<file path="config.mk">
export PLATFORM = sky130hd
export DESIGN_NAME = instr_write_arbiter
export DESIGN_NICKNAME = d
export VERILOG_FILES = /design/src/rtl/instr_wr_pkg.sv /design/src/rtl/rr_arbiter.sv /design/src/rtl/instr_write_arbiter.sv
export SDC_FILE = /design/constraint.sdc
export NUM_CORES = 1
export LEC_CHECK = 0
export BUFFER_PORTS_ARGS = -buffer_cell sky130_fd_sc_hd__buf_2
export CAP_MARGIN = 25
export CORE_AREA = 4 4 133 135
export CTS_CLUSTER_DIAMETER = 60
export CTS_CLUSTER_SIZE = 28
export DETAILED_ROUTE_END_ITERATION = 10
export DIE_AREA = 0 0 137 139
export SLEW_MARGIN = 20
export SYNTH_ARGS = -nofsm -noshare
export SYNTH_HDL_FRONTEND = slang
export SYNTH_SLANG_ARGS = --single-unit
</file>
<file path="constraint.sdc">
create_clock -name clk -period 3.15 [get_ports clk]
set_clock_uncertainty 0.05 [all_clocks]
set_input_delay 0.63 -clock clk [delete_from_list [all_inputs] [get_ports clk]]
set_output_delay 0.63 -clock clk [all_outputs]
set_load 0.01 [all_outputs]
</file>
<file path="src/rtl/instr_wr_pkg.sv">
// Shared types for the instruction-memory write arbiter: sequencer states,
// AXI response codes and a small index helper.
package instr_wr_pkg;

  typedef enum logic [1:0] {
    StIdle  = 2'd0,
    StIssue = 2'd1,
    StResp  = 2'd2
  } state_e;

  localparam logic [1:0] RESP_OKAY = 2'b00;

  // Increment an index modulo n.
  function automatic int unsigned wrap_inc(input int unsigned idx, input int unsigned n);
    return (idx + 1 >= n) ? 0 : idx + 1;
  endfunction

endpackage

</file>
<file path="src/rtl/rr_arbiter.sv">
// Combinational rotate-priority arbiter: the first asserted request found
// searching upward from ptr (wrapping at N) wins.
module rr_arbiter #(
  parameter int unsigned N = 4,
  localparam int unsigned IdxW = (N > 1) ? $clog2(N) : 1
) (
  input  logic [N-1:0]    req,
  input  logic [IdxW-1:0] ptr,
  output logic [N-1:0]    grant,
  output logic [IdxW-1:0] idx
);

  logic [IdxW-1:0] cand;
  logic            found;

  always_comb begin
    grant = '0;
    idx   = '0;
    found = 1'b0;
    // An out-of-range pointer (non power-of-two N) restarts the search at 0.
    cand  = (32'(ptr) < N) ? ptr : '0;
    for (int unsigned i = 0; i < N; i++) begin
      if (!found && req[cand]) begin
        found       = 1'b1;
        grant[cand] = 1'b1;
        idx         = cand;
      end
      cand = (32'(cand) == N - 1) ? '0 : cand + 1'b1;
    end
  end

endmodule

</file>
<file path="src/rtl/instr_write_arbiter.sv">
// Round-robin arbiter and single-beat AXI-lite write sequencer feeding the
// instruction-memory loader port; completion is reported to the winner.
module instr_write_arbiter
  import instr_wr_pkg::*;
#(
  parameter int unsigned NUM_REQ = 4,
  parameter int unsigned ADDR_W  = 32,
  parameter int unsigned DATA_W  = 32
) (
  input  logic                      clk,
  input  logic                      reset,
  input  logic [NUM_REQ-1:0]        req_valid,
  input  logic [NUM_REQ*ADDR_W-1:0] req_addr,
  input  logic [NUM_REQ*DATA_W-1:0] req_data,
  output logic [NUM_REQ-1:0]        req_ready,
  output logic [NUM_REQ-1:0]        req_done,
  output logic                      req_err,
  output logic                      awvalid,
  input  logic                      awready,
  output logic [ADDR_W-1:0]         awaddr,
  output logic                      wvalid,
  input  logic                      wready,
  output logic [DATA_W-1:0]         wdata,
  output logic [DATA_W/8-1:0]       wstrb,
  input  logic                      bvalid,
  output logic                      bready,
  input  logic [1:0]                bresp,
  output logic                      write_address_pass,
  output logic                      write_data_pass,
  output logic                      busy
);

  localparam int unsigned IdxW = (NUM_REQ > 1) ? $clog2(NUM_REQ) : 1;

  state_e              state_q, state_d;
  logic [IdxW-1:0]     rr_ptr_q, rr_ptr_d;
  logic [IdxW-1:0]     winner_q, winner_d;
  logic [ADDR_W-1:0]   addr_q, addr_d;
  logic [DATA_W-1:0]   data_q, data_d;
  logic                awvalid_q, awvalid_d;
  logic                wvalid_q, wvalid_d;
  logic                aw_done_q, aw_done_d;
  logic                w_done_q, w_done_d;
  logic                bready_q, bready_d;
  logic [NUM_REQ-1:0]  req_done_q, req_done_d;
  logic                req_err_q, req_err_d;
  logic                pass_q, pass_d;

  logic [NUM_REQ-1:0]  arb_grant;
  logic [IdxW-1:0]     arb_idx;
  logic                aw_hs, w_hs;

  rr_arbiter #(
    .N (NUM_REQ)
  ) u_rr_arbiter (
    .req   (req_valid),
    .ptr   (rr_ptr_q),
    .grant (arb_grant),
    .idx   (arb_idx)
  );

  assign aw_hs = awvalid_q && awready;
  assign w_hs  = wvalid_q && wready;

  always_comb begin
    state_d    = state_q;
    rr_ptr_d   = rr_ptr_q;
    winner_d   = winner_q;
    addr_d     = addr_q;
    data_d     = data_q;
    awvalid_d  = awvalid_q;
    wvalid_d   = wvalid_q;
    aw_done_d  = aw_done_q;
    w_done_d   = w_done_q;
    bready_d   = bready_q;
    req_done_d = '0;
    req_err_d  = 1'b0;
    pass_d     = 1'b0;

    unique case (state_q)
      StIdle: begin
        if (|req_valid) begin
          winner_d  = arb_idx;
          addr_d    = req_addr[32'(arb_idx)*ADDR_W +: ADDR_W];
          data_d    = req_data[32'(arb_idx)*DATA_W +: DATA_W];
          rr_ptr_d  = IdxW'(wrap_inc(32'(arb_idx), NUM_REQ));
          awvalid_d = 1'b1;
          wvalid_d  = 1'b1;
          aw_done_d = 1'b0;
          w_done_d  = 1'b0;
          state_d   = StIssue;
        end
      end

      StIssue: begin
        if (aw_hs) begin
          aw_done_d = 1'b1;
          awvalid_d = 1'b0;
        end
        if (w_hs) begin
          w_done_d = 1'b1;
          wvalid_d = 1'b0;
        end
        // Handshakes landing this cycle count towards leaving ISSUE.
        if (aw_done_d && w_done_d) begin
          bready_d = 1'b1;
          state_d  = StResp;
        end
      end

      StResp: begin
        if (bvalid) begin
          bready_d             = 1'b0;
          aw_done_d            = 1'b0;
          w_done_d             = 1'b0;
          req_done_d[winner_q] = 1'b1;
          if (bresp == RESP_OKAY) begin
            pass_d = 1'b1;
          end else begin
            req_err_d = 1'b1;
          end
          state_d = StIdle;
        end
      end

      default: begin
        state_d   = StIdle;
        awvalid_d = 1'b0;
        wvalid_d  = 1'b0;
        bready_d  = 1'b0;
        aw_done_d = 1'b0;
        w_done_d  = 1'b0;
      end
    endcase
  end

  always_ff @(posedge clk) begin
    if (reset) begin
      state_q    <= StIdle;
      rr_ptr_q   <= '0;
      winner_q   <= '0;
      addr_q     <= '0;
      data_q     <= '0;
      awvalid_q  <= 1'b0;
      wvalid_q   <= 1'b0;
      aw_done_q  <= 1'b0;
      w_done_q   <= 1'b0;
      bready_q   <= 1'b0;
      req_done_q <= '0;
      req_err_q  <= 1'b0;
      pass_q     <= 1'b0;
    end else begin
      state_q    <= state_d;
      rr_ptr_q   <= rr_ptr_d;
      winner_q   <= winner_d;
      addr_q     <= addr_d;
      data_q     <= data_d;
      awvalid_q  <= awvalid_d;
      wvalid_q   <= wvalid_d;
      aw_done_q  <= aw_done_d;
      w_done_q   <= w_done_d;
      bready_q   <= bready_d;
      req_done_q <= req_done_d;
      req_err_q  <= req_err_d;
      pass_q     <= pass_d;
    end
  end

  // Grant is only offered while idle and out of reset, so a request seen
  // during reset is never reported as accepted.
  assign req_ready          = (state_q == StIdle && !reset) ? arb_grant : '0;
  assign req_done           = req_done_q;
  assign req_err            = req_err_q;
  assign awvalid            = awvalid_q;
  assign awaddr             = addr_q;
  assign wvalid             = wvalid_q;
  assign wdata              = data_q;
  assign wstrb              = '1;
  assign bready             = bready_q;
  assign write_address_pass = pass_q;
  assign write_data_pass    = pass_q;
  assign busy               = (state_q != StIdle);

endmodule

</file>
* Word level (Yosys, flattened, before mapping)
Cells that the tools add are included.
** Storage, ports and cells
- Register bits :: 81
- Bits in latches :: 0
- Memory bits (writable) :: 0
- ROM bits :: 0
- Output and inout bits :: 83
- Word-level logic and storage cells :: 128
- Memories :: 0
** Cells by class
- Add/sub/neg operators :: 4
- $mul :: 0
- Divide/modulo/power cells :: 0
- Order comparisons :: 11
- Eq/ne operators :: 10
- Shifts and indexed selects :: 2
- Mux-type cells :: 55
- Bitwise gates (word level) :: 6
- Reduce and logical (&&, ||, !) cells :: 27
** Operators with widths (count)
- 128-bit by 8-bit indexed part select with 32-bit output :: 2
- 1-bit 2-to-1 mux :: 24
- 2-bit 2-to-1 mux :: 11
- 4-bit 2-to-1 mux :: 5
- 2-bit by 3-bit less-than comparator with 1-bit output, second input constant :: 5
- 1-bit case mux with 3 select lines :: 5
- 1-bit logical AND :: 12
- 4-bit bitwise OR :: 3
- 3-bit AND reduction :: 4
- 1-bit demux with 2-bit select :: 5
- 2-bit by 1-bit greater-or-equal comparator with 1-bit output, second input constant :: 5
- 2-bit inequality test, second input constant :: 5
- 1-bit binary-select mux with 2-bit select :: 4
- 2-bit equality test, second input constant :: 4
- 2-bit by 1-bit adder with 2-bit output, second input constant :: 3
- 2-bit case mux with 3 select lines :: 1
- 1-bit logical NOT :: 4
- 2-bit logical NOT :: 2
- 2-bit AND reduction :: 2
- 4-bit OR reduction :: 1
- 2-bit by 1-bit adder with 3-bit output, second input constant :: 1
- 3-bit greater-or-equal comparator, second input constant :: 1
- 1-bit NOT :: 3
- 3-bit OR reduction :: 1
- other kinds (2) :: 2

* Longest topological paths before layout
Gate-level depths: netlist of the first run.
- Word-level depth :: 15
- Depth in mapped cells :: 12
- Mapped depth without buffers :: 10

* Modules after synthesis
Synthesis of the first run repeated with hierarchy kept, for this count alone.
** Unflattened totals
- Cells, all modules :: 529
- Area total of the unflattened synthesis :: 5267.6 um^2
** Modules (own cells, without submodules)
- instr_write_arbiter :: instances 1, cells an instance 455, area an instance 4659.5 um^2
- rr_arbiter :: instances 1, cells an instance 74, area an instance 608.1 um^2

* Worst setup path before layout of the first run
Ideal clock, no wire load.
- Path kind :: flip-flop to output port
- Start :: reg rr_ptr_q[0]
- End :: out req_ready[1]
- Data arrival time :: 2.314 ns
- Required time :: 2.470 ns
- Slack :: 0.156 ns
- Stages on the path, launching flop included :: 10
- Buffers on the path :: 2
- Cell sequence :: dfxtp_1 > buf_2 > inv_1 > ha_1 > buf_2 > mux2_2 > o21ai_0 > a32oi_1 > or2_2 > a31oi_1
** Between the ends
- Cells in the longest elaborated chain, start to end :: 13
- Elaborated cells on any way between the ends :: 54
- Classes of those cells :: add/sub (3); order compare (8); eq/ne (3); mux (27); bitwise (3); reduce/logical (10)
** RTL lines
- start: declaration :: RTL line instr_write_arbiter.sv:36 : logic [IdxW-1:0] rr_ptr_q, rr_ptr_d;
- start signal: assignment :: RTL line instr_write_arbiter.sv:154 : rr_ptr_q <= rr_ptr_d;
- 2-bit by 1-bit adder with 2-bit output (tied with other cells) :: RTL line rr_arbiter.sv:28 : cand = (32'(cand) == N - 1) ? '0 : cand + 1'b1;
- 2-bit 2-to-1 mux / 1-bit 2-to-1 mux (equally long branches) :: RTL line rr_arbiter.sv:28, rr_arbiter.sv:23
- 2-bit by 1-bit adder with 2-bit output (tied with other cells) :: RTL line rr_arbiter.sv:28
- 2-bit 2-to-1 mux (tied with other cells) :: RTL line rr_arbiter.sv:28
- 2-bit by 1-bit adder with 2-bit output (tied with other cells) :: RTL line rr_arbiter.sv:28
- 2-bit 2-to-1 mux (tied with other cells) :: RTL line rr_arbiter.sv:28
- 2-bit by 3-bit less-than comparator with 1-bit output (not written as such) (tied with other cells) :: RTL line rr_arbiter.sv:25 : grant[cand] = 1'b1;
- 1-bit logical AND (not written as such) (tied with other cells) :: RTL line rr_arbiter.sv:25
- 1-bit 2-to-1 mux (not written as such) (tied with other cells) :: RTL line rr_arbiter.sv:25
- 1-bit demux with 2-bit select (tied with other cells)
- 4-bit bitwise OR (no source line) / 1-bit logical AND (equally long branches)
- 4-bit 2-to-1 mux * :: RTL line rr_arbiter.sv:23 : if (!found && req[cand]) begin
- 4-bit 2-to-1 mux * :: RTL line instr_write_arbiter.sv:171 : assign req_ready = (state_q == StIdle && !reset) ? arb_grant : '0;
- end: declaration :: RTL line instr_write_arbiter.sv:15 : output logic [NUM_REQ-1:0] req_ready,
Mark *: on every way between the ends. The rest lies on a longest branch, timed or not. The select of a mux whose other input is x is not followed.

* Worst setup path after layout of the first run
- Start :: reg rr_ptr_q[0]
- End :: out req_ready[2]
Same word-level chain as after synthesis.

==> results of run 1 <==
==> power by group through the flow <==
stage	Combinational, W	Clock [W]	Sequential [W]
after floorplan	0.00267	0	0.00184
after global placement	0.00394	0	0.00166
after detailed placement	0.00396	0	0.00166
after CTS	0.00398	0.00112	0.00165
after global routing	0.00433	0.00117	0.00170
final	0.00401	0.00108	0.00164
==> worst register-to-register path: stages (launching register included) <==
cell	delay (ns)
dfxtp_2	0.35
inv_1	0.08
ha_4	0.31
buf_4	0.13
mux2_2	0.33
a31oi_1	0.17
o221a_1	0.22
o41a_4	0.22
buf_12	0.29
mux2i_1	0.38
o221ai_1	0.15
==> what timing repair did <==
| action | 4_1_cts | 5_1_grt |
|---|---|---|
| gates cloned | 0 | 0 |
| setup endpoints to repair | 3 | 4 |
| pin swaps | 0 | 3 |
| setup buffers | 0 | 3 |
| resized for setup | 2 | 9 |
| hold endpoints to repair | 0 | 0 |
==> flip-flops by register name, summed over array words and instances (netlist names) <==
signal	cells
w_done_q	1
awaddr	32
winner_q	2
wdata	32
req_done	4
awvalid	1
wvalid	1
write_address_pass	1
req_err	1
bready	1
state_q	2
rr_ptr_q	2
aw_done_q	1
==> metrics by stage <==
| stage | setup WS [ns] | TNS, ns | util, % |
|---|---|---|---|
| detailed placement | 0.1977 | 0 | 41.85 |
| CTS | 0.02183 | 0 | 43.77 |
| finish | 0.1368 | 0 | 44.08 |
| floorplan | 0.1555 | 0 | - |
| global placement | 0.2493 | 0 | 41.85 |
| global route | -0.01573 | -0.01573 | 44.08 |
==> kinds of logic after synthesis <==
logic type               share of synthesized area, %
buffers and inverters                           7.185
AND/OR/NAND/NOR                                 11.34
flip-flops                                      33.02
multiplexers                                    29.30
AO/OA/AOI/OAI                                   17.04
adder cells (fa/ha/maj)                         2.038
other                                         0.07636
==> cell usage in the layout (no fill, tap or decap), types with 6 or more instances in the layout <==
cell | synthesis | layout
ha_1 | 8 | 7
nor2_1 | 13 | 13
buf_4 | 6 | 22
nor2b_1 | 7 | 6
dfxtp_1 | 81 | 79
buf_12 | 0 | 7
nand2_1 | 79 | 79
buf_2 | 18 | 345
mux2i_1 | 137 | 134
o221ai_1 | 64 | 64
o21ai_0 | 9 | 9
a21oi_1 | 14 | 14
clkbuf_16 | 0 | 9
==> cell type report <==
| class | count | share of cell area (%) |
|---|---|---|
| Multi-Input combinational cell | 382 | 41.23 |
| Inverter | 5 | 0.2586 |
| Tap cell | 220 | 3.792 |
| Clock inverter | 6 | 0.8964 |
| Timing Repair Buffer | 375 | 28.15 |
| Sequential cell | 81 | 22.38 |
| Clock buffer | 10 | 3.293 |
==> layer usage <==
layer / share of wire, % / vias to the layer above
li1: - / 2608
met1: 41 / 2321
met2: 48 / 243
met3: 9.6 / 19
met4: 1.5 / 0
met5: 0 / -
==> path summary, 6_finish.rpt <==
check | from | end | slack, ns | cells after the start
worst max-delay path | rr_ptr_q[0] | req_ready[2] | 0.14 | 9
worst min-delay path | awaddr[22] | awaddr[22] | 0.40 | 2
worst max register to register | rr_ptr_q[0] | awaddr[16] | 0.36 | 10
worst min register to register | awaddr[22] | awaddr[22] | 0.40 | 2
==> flow_metrics.py, run 1 <==
metrics = {
    "cells_and_area": {
        "multiInputGateArea_um2": 2993,
        "finalNonFillerCells": 1079,
        "drive_gt1_share_pct": 48.20,
        "post-route-cell-area_um2": 7258,
        "layout.nets": 1129,
        "diodes": 0,
        "syn2layout_area_growth_pct": 47.80,
        "fill_cells": 1649,
        "seqCellArea_um2": 1624,
    },
    "timing": {
        "setup_violations": 0,
        "layout_min_cycle_time_ns": 3.013,
        "fin_hold_ws_ns": 0.4029,
        "fmax_ghz": 0.3319,
        "period_share_pct": 95.66,
        "hold_violations": 0,
        "slew_viol_final": 0,
    },
    "clock_tree": {
        "h-tree-depth": 3,
        "clk_latency_ns": 0.34,
        "clkTransAtPathRegs_ns": 0.06,
        "clk_path_buf_depth": 2,
        "clockRootBuffer": "clkbuf_16",
        "cts_tree": "built",
        "cts_buffers": 9,
        "hold_buffers": 0,
        "cts_num_sinks": 81,
    },
    "power_and_ir_drop": {
        "internal-power_w": 0.004050,
        "finalPower_w": 0.006731,
        "peakVddDrop_mv": 0.3953,
        "power_leakage_nw": 3.910,
        "swShare_pct": 39.84,
        "clkPwrFrac_pct": 16.1,
        "comb_power_share_pct": 59.5,
        "power_switching_w": 0.002681,
        "p_per_area_nw_per_um2": 927.4,
        "p_seq_share_pct": 24.4,
    },
    "floorplanning": {
        "ios": 350,
        "core_area_um2": 16470,
        "die_h_um": 139,
        "initial_utilization_pct": 29.83,
        "die_w_um": 137,
        "dieArea_um2": 19040,
        "num_rows": 47,
    },
    "detailed_routing": {
        "ant_nets": 0,
        "drcViolationCount": 0,
        "drtIter0Drc": 290,
        "firstDrtPassIters": 5,
        "via_count": 5191,
        "avgRoutedWirePerCell_um": 16.29,
        "via_per_inst": 4.811,
        "routed_wl_um": 17580,
    },
    "place": {
        "place_hpwl_um": 13690,
        "numPortBuffers": 345,
        "dpl_cell_area_um2": 6890,
        "place.gp.congestion": 0.8403,
        "place_inst": 1060,
    },
    "critical_path": {
        "arrival_ns": 2.33,
        "cp_data_required_time_ns": 2.47,
        "path_buf_inv": 3,
        "cp_top_family": "compound AO/OA/AOI/OAI gates",
        "start_kind": "register",
        "slowest_delay_ns": 0.35,
        "crit_chain": "inv_1 -> ha_4 -> buf_6 -> mux2i_2 -> mux2i_1 -> nor2b_1 -> a222oi_1 -> a21oi_1 -> buf_2",
        "cp-end-kind": "primary output",
        "path_class": "reg2out",
        "crit_slowest_cell": "dfxtp_2",
        "critPathMaxFanout": 5,
    },
    "run": {
        "maxCapViolations": 0,
    },
    "synth": {
        "yosys.area.top_type": "dfxtp_1",
        "synthTopCellsByCount": "137 x mux2i_1, 81 x dfxtp_1, 79 x nand2_1, 64 x o221ai_1, 18 x buf_2",
        "netlist_area_um2": 4911,
        "synth-edff-count": 0,
        "yosysTopAreaCellShare_pct": 33.02,
        "synth-main-ff-cell": "dfxtp_1",
        "synth_seq_cells": 81,
        "syn-mean-instance-area_um2": 9.554,
        "yosysSeqAreaShare_pct": 33.02,
        "synthArstFlopShare_pct": 0,
        "syn-instance-count": 514,
        "yosysWarnings": 0,
        "yosysUniqueCellTypes": 44,
        "synthTopCellsByArea": "dfxtp_1 33%, mux2i_1 28%, o221ai_1 11%, nand2_1 6.0%, buf_6 3.2%",
        "synth_most_common_cell": "mux2i_1",
    },
    "grt": {
        "top_usage_layer": "met2",
        "grt_first_pass_wirelength_um": 26300,
        "grt_max_degree": 65,
        "overflow": 0,
        "met3_usage_pct": 4.499,
        "antenna_found_initial": 0,
        "grt_util_all_layers_pct": 17.27,
        "first_global_vias": 5091,
        "grt_use_met1_pct": 21.27,
        "met2_usage_pct": 29.33,
    },
    "run_status": {
        "status": "finished clean",
    },
    "hold_path": {
        "hold_class": "reg2reg",
    },
}
No activity file was read; power rests on OpenSTA's default activity.
==> inputs of run 2 (changes only) <==
--- a/config.mk
+++ b/config.mk
@@ -7,12 +7,15 @@
 export LEC_CHECK = 0
 export BUFFER_PORTS_ARGS = -buffer_cell sky130_fd_sc_hd__buf_2
 export CAP_MARGIN = 25
-export CORE_AREA = 4 4 133 135
+export CORE_AREA = 4 4 136 138
+export CTS_BUF_LIST = sky130_fd_sc_hd__clkbuf_4 sky130_fd_sc_hd__clkbuf_8
 export CTS_CLUSTER_DIAMETER = 60
 export CTS_CLUSTER_SIZE = 28
 export DETAILED_ROUTE_END_ITERATION = 10
-export DIE_AREA = 0 0 137 139
+export DIE_AREA = 0 0 140 142
+export REMOVE_ABC_BUFFERS = 1
 export SLEW_MARGIN = 20
 export SYNTH_ARGS = -nofsm -noshare
 export SYNTH_HDL_FRONTEND = slang
 export SYNTH_SLANG_ARGS = --single-unit
+export TNS_END_PERCENT = 20
==> run 2 against run 1 <==
Highest routed layer unchanged. Worst setup slack improved by 0.0011 ns. Utilization fell by 1.6 points. Critical path depth did not move. Global-route usage barely moved. Power fell by 0.12%. Fmax barely moved. Worst hold slack got worse by 0.011 ns. Sequential power barely moved. Combinational power rose by 5.2%. Die area rose by 4.4%.
==> flow_metrics.py, run 2 (same netlist as run 1, synthesis figures left out) <==
metrics = {
    "run_status": {
        "status": "finished clean",
    },
    "floorplanning": {
        "num_rows": 48,
        "initial_utilization_pct": 28.59,
        "die_h_um": 142,
        "core_area_um2": 17180,
        "dieArea_um2": 19880,
        "die_w_um": 140,
        "ios": 350,
    },
    "critical_path": {
        "worstRegToRegCells": 12,
        "arrival_ns": 2.33,
        "startpoint": "rr_ptr_q[0]",
        "r2r-start": "rr_ptr_q[0]",
        "crit_chain": "inv_1 -> ha_4 -> buf_4 -> mux2i_4 -> mux2i_1 -> nor2b_1 -> a222oi_1 -> a21oi_1 -> buf_2",
        "cp_data_required_time_ns": 2.47,
        "cp-end-kind": "primary output",
        "start_kind": "register",
        "r2r_slack_ns": 0.24,
        "r2r-end": "rr_ptr_q[0]",
        "path_buf_inv": 3,
        "path_class": "reg2out",
        "crit_slowest_cell": "dfxtp_2",
        "critPathMaxFanout": 5,
        "slowest_delay_ns": 0.35,
        "cp_top_family": "compound AO/OA/AOI/OAI gates",
    },
    "hold_path": {
        "hold_path_depth": 2,
        "min_from": "bresp[0]",
        "min_delay_worst_endpoint": "write_address_pass",
        "hold_class": "in2reg",
    },
    "place": {
        "numPortBuffers": 345,
        "place.gp.congestion": 0.8260,
        "place_hpwl_um": 14660,
    },
    "clock_tree": {
        "cts_num_sinks": 81,
        "hold_buffers": 0,
        "cts_buffers": 9,
        "clockRootBuffer": "clkbuf_8",
        "cts_tree": "built",
        "clk_path_buf_depth": 2,
        "h-tree-depth": 3,
        "clkTransAtPathRegs_ns": 0.08,
        "clk_latency_ns": 0.35,
    },
    "timing": {
        "relSlewSlack_pct": 63.85,
        "worst_slew_pin_slew_ns": 0.5377,
        "setup_violations": 0,
        "hold_violations": 0,
        "layout_min_cycle_time_ns": 3.012,
        "fmax_ghz": 0.3320,
        "slew_viol_final": 0,
        "period_share_pct": 95.62,
        "fin_hold_ws_ns": 0.3922,
    },
    "detailed_routing": {
        "avgRoutedWirePerCell_um": 17.28,
        "routed-wl-met2_um": 9337,
        "firstDrtPassIters": 5,
        "via_count": 5349,
        "ant_nets": 0,
        "via_per_inst": 4.912,
        "drtIter0Drc": 187,
        "routed_wl_um": 18820,
        "wl_met1_um": 7722,
        "drcViolationCount": 0,
        "wl_met3_um": 1439,
        "routed.top_layer": "met4",
    },
    "cells_and_area": {
        "layout_common_cells": "345 x buf_2, 133 x mux2i_1, 79 x nand2_1, 79 x dfxtp_1, 64 x o221ai_1",
        "syn2layout_area_growth_pct": 48.54,
        "layout.nets": 1134,
        "diodes": 0,
        "fill_cells": 1731,
        "final_common_cell": "buf_2",
        "final_util_pct": 42.47,
        "drive_gt1_share_pct": 48.96,
    },
    "grt": {
        "grt_max_degree": 44,
        "overflow": 0,
        "first_global_vias": 5088,
        "antenna_found_initial": 0,
        "grt_util_all_layers_pct": 17.31,
        "grt_first_pass_wirelength_um": 27520,
    },
    "power_and_ir_drop": {
        "p_seq_share_pct": 24.3,
        "swShare_pct": 40.22,
        "peakVddDrop_mv": 0.5624,
        "clkPwrFrac_pct": 13.0,
        "power_leakage_nw": 3.908,
        "internal-power_w": 0.004019,
        "comb_power_share_pct": 62.7,
        "p_per_area_nw_per_um2": 921.7,
        "power_switching_w": 0.002704,
    },
    "run": {
        "maxCapViolations": 0,
    },
}
-- run 2: cell types whose count changed in the layout (fill, tap and decap cells not counted), sizes merged --
cell | before | now
buf | 375 | 380
clkbuf | 10 | 12
clkinv | 3 | 1
bufinv | 1 | 2
inv | 6 | 5
-- run 2: area by class of cell --
class,count,area [µm²],area share [%]
multi-input combinational,382,3052,41.84
timing repair buffer,380,2090,28.64
sequential,81,1624,22.26
tap,225,281.5,3.859
clock buffer,12,152.6,2.093
clock inverter,4,76.32,1.046
inverter,5,18.77,0.2573
-- run 2: metrics by stage --
step	setup TNS, ns	setup slack (ns)	area, µm²	total power, W	instances
floorplan	-80.57	-1.213	4588	0.004241	468
detailed placement	0	0.1382	6932	0.005733	1068
global placement	0	0.1782	6932	0.005703	1068
global route	-0.02615	-0.02615	7295	0.007173	1089
CTS	0	0.01173	7201	0.006687	1085
finish	0	0.1379	7295	0.006723	1089
-- run 2: worst max-delay path by stage --
stage	slack, ns	depth (start not counted)	endpoint
after floorplan	-1.21	5	awaddr[0]
after global placement	0.18	8	wdata[15]
after detailed placement	0.14	8	wdata[15]
after CTS	0.01	8	req_ready[2]
after global routing	-0.03	8	req_ready[2]
final	0.14	9	req_ready[2]
-- run 2: worst reg2reg max path: stages, from the launching register on --
cell	delay [ns]
dfxtp_2	0.35
inv_1	0.08
ha_4	0.31
buf_4	0.14
mux2i_4	0.24
mux2i_1	0.13
buf_4	0.16
buf_4	0.12
a2111oi_1	0.39
a221oi_2	0.14
ha_1	0.23
or3_1	0.36
a21oi_1	0.14
-- run 2: power by group through the flow --
stage | Combinational, W | Clock [W] | Sequential [W]
6_report | 0.00422 | 0.000871 | 0.00164
3_3_place_gp | 0.00406 | 0 | 0.00165
3_5_place_dp | 0.00408 | 0 | 0.00166
5_1_grt | 0.00454 | 0.000949 | 0.00169
4_1_cts | 0.00414 | 0.000909 | 0.00163
2_1_floorplan | 0.00239 | 0 | 0.00185
-- run 2: what timing repair did --
action | CTS | global route
endpoints found under the setup margin | 3 | 4
cloned | 0 | 0
resized for setup | 6 | 14
buffers inserted | 1 | 4
pin swaps | 0 | 1
-- run 2: routing by layer --
layer	vias to the layer above	track usage [%]
met5	-	0
li1	2622	-
met3	21	4.536
met4	0	4.742
met1	2464	21.97
met2	242	29.30
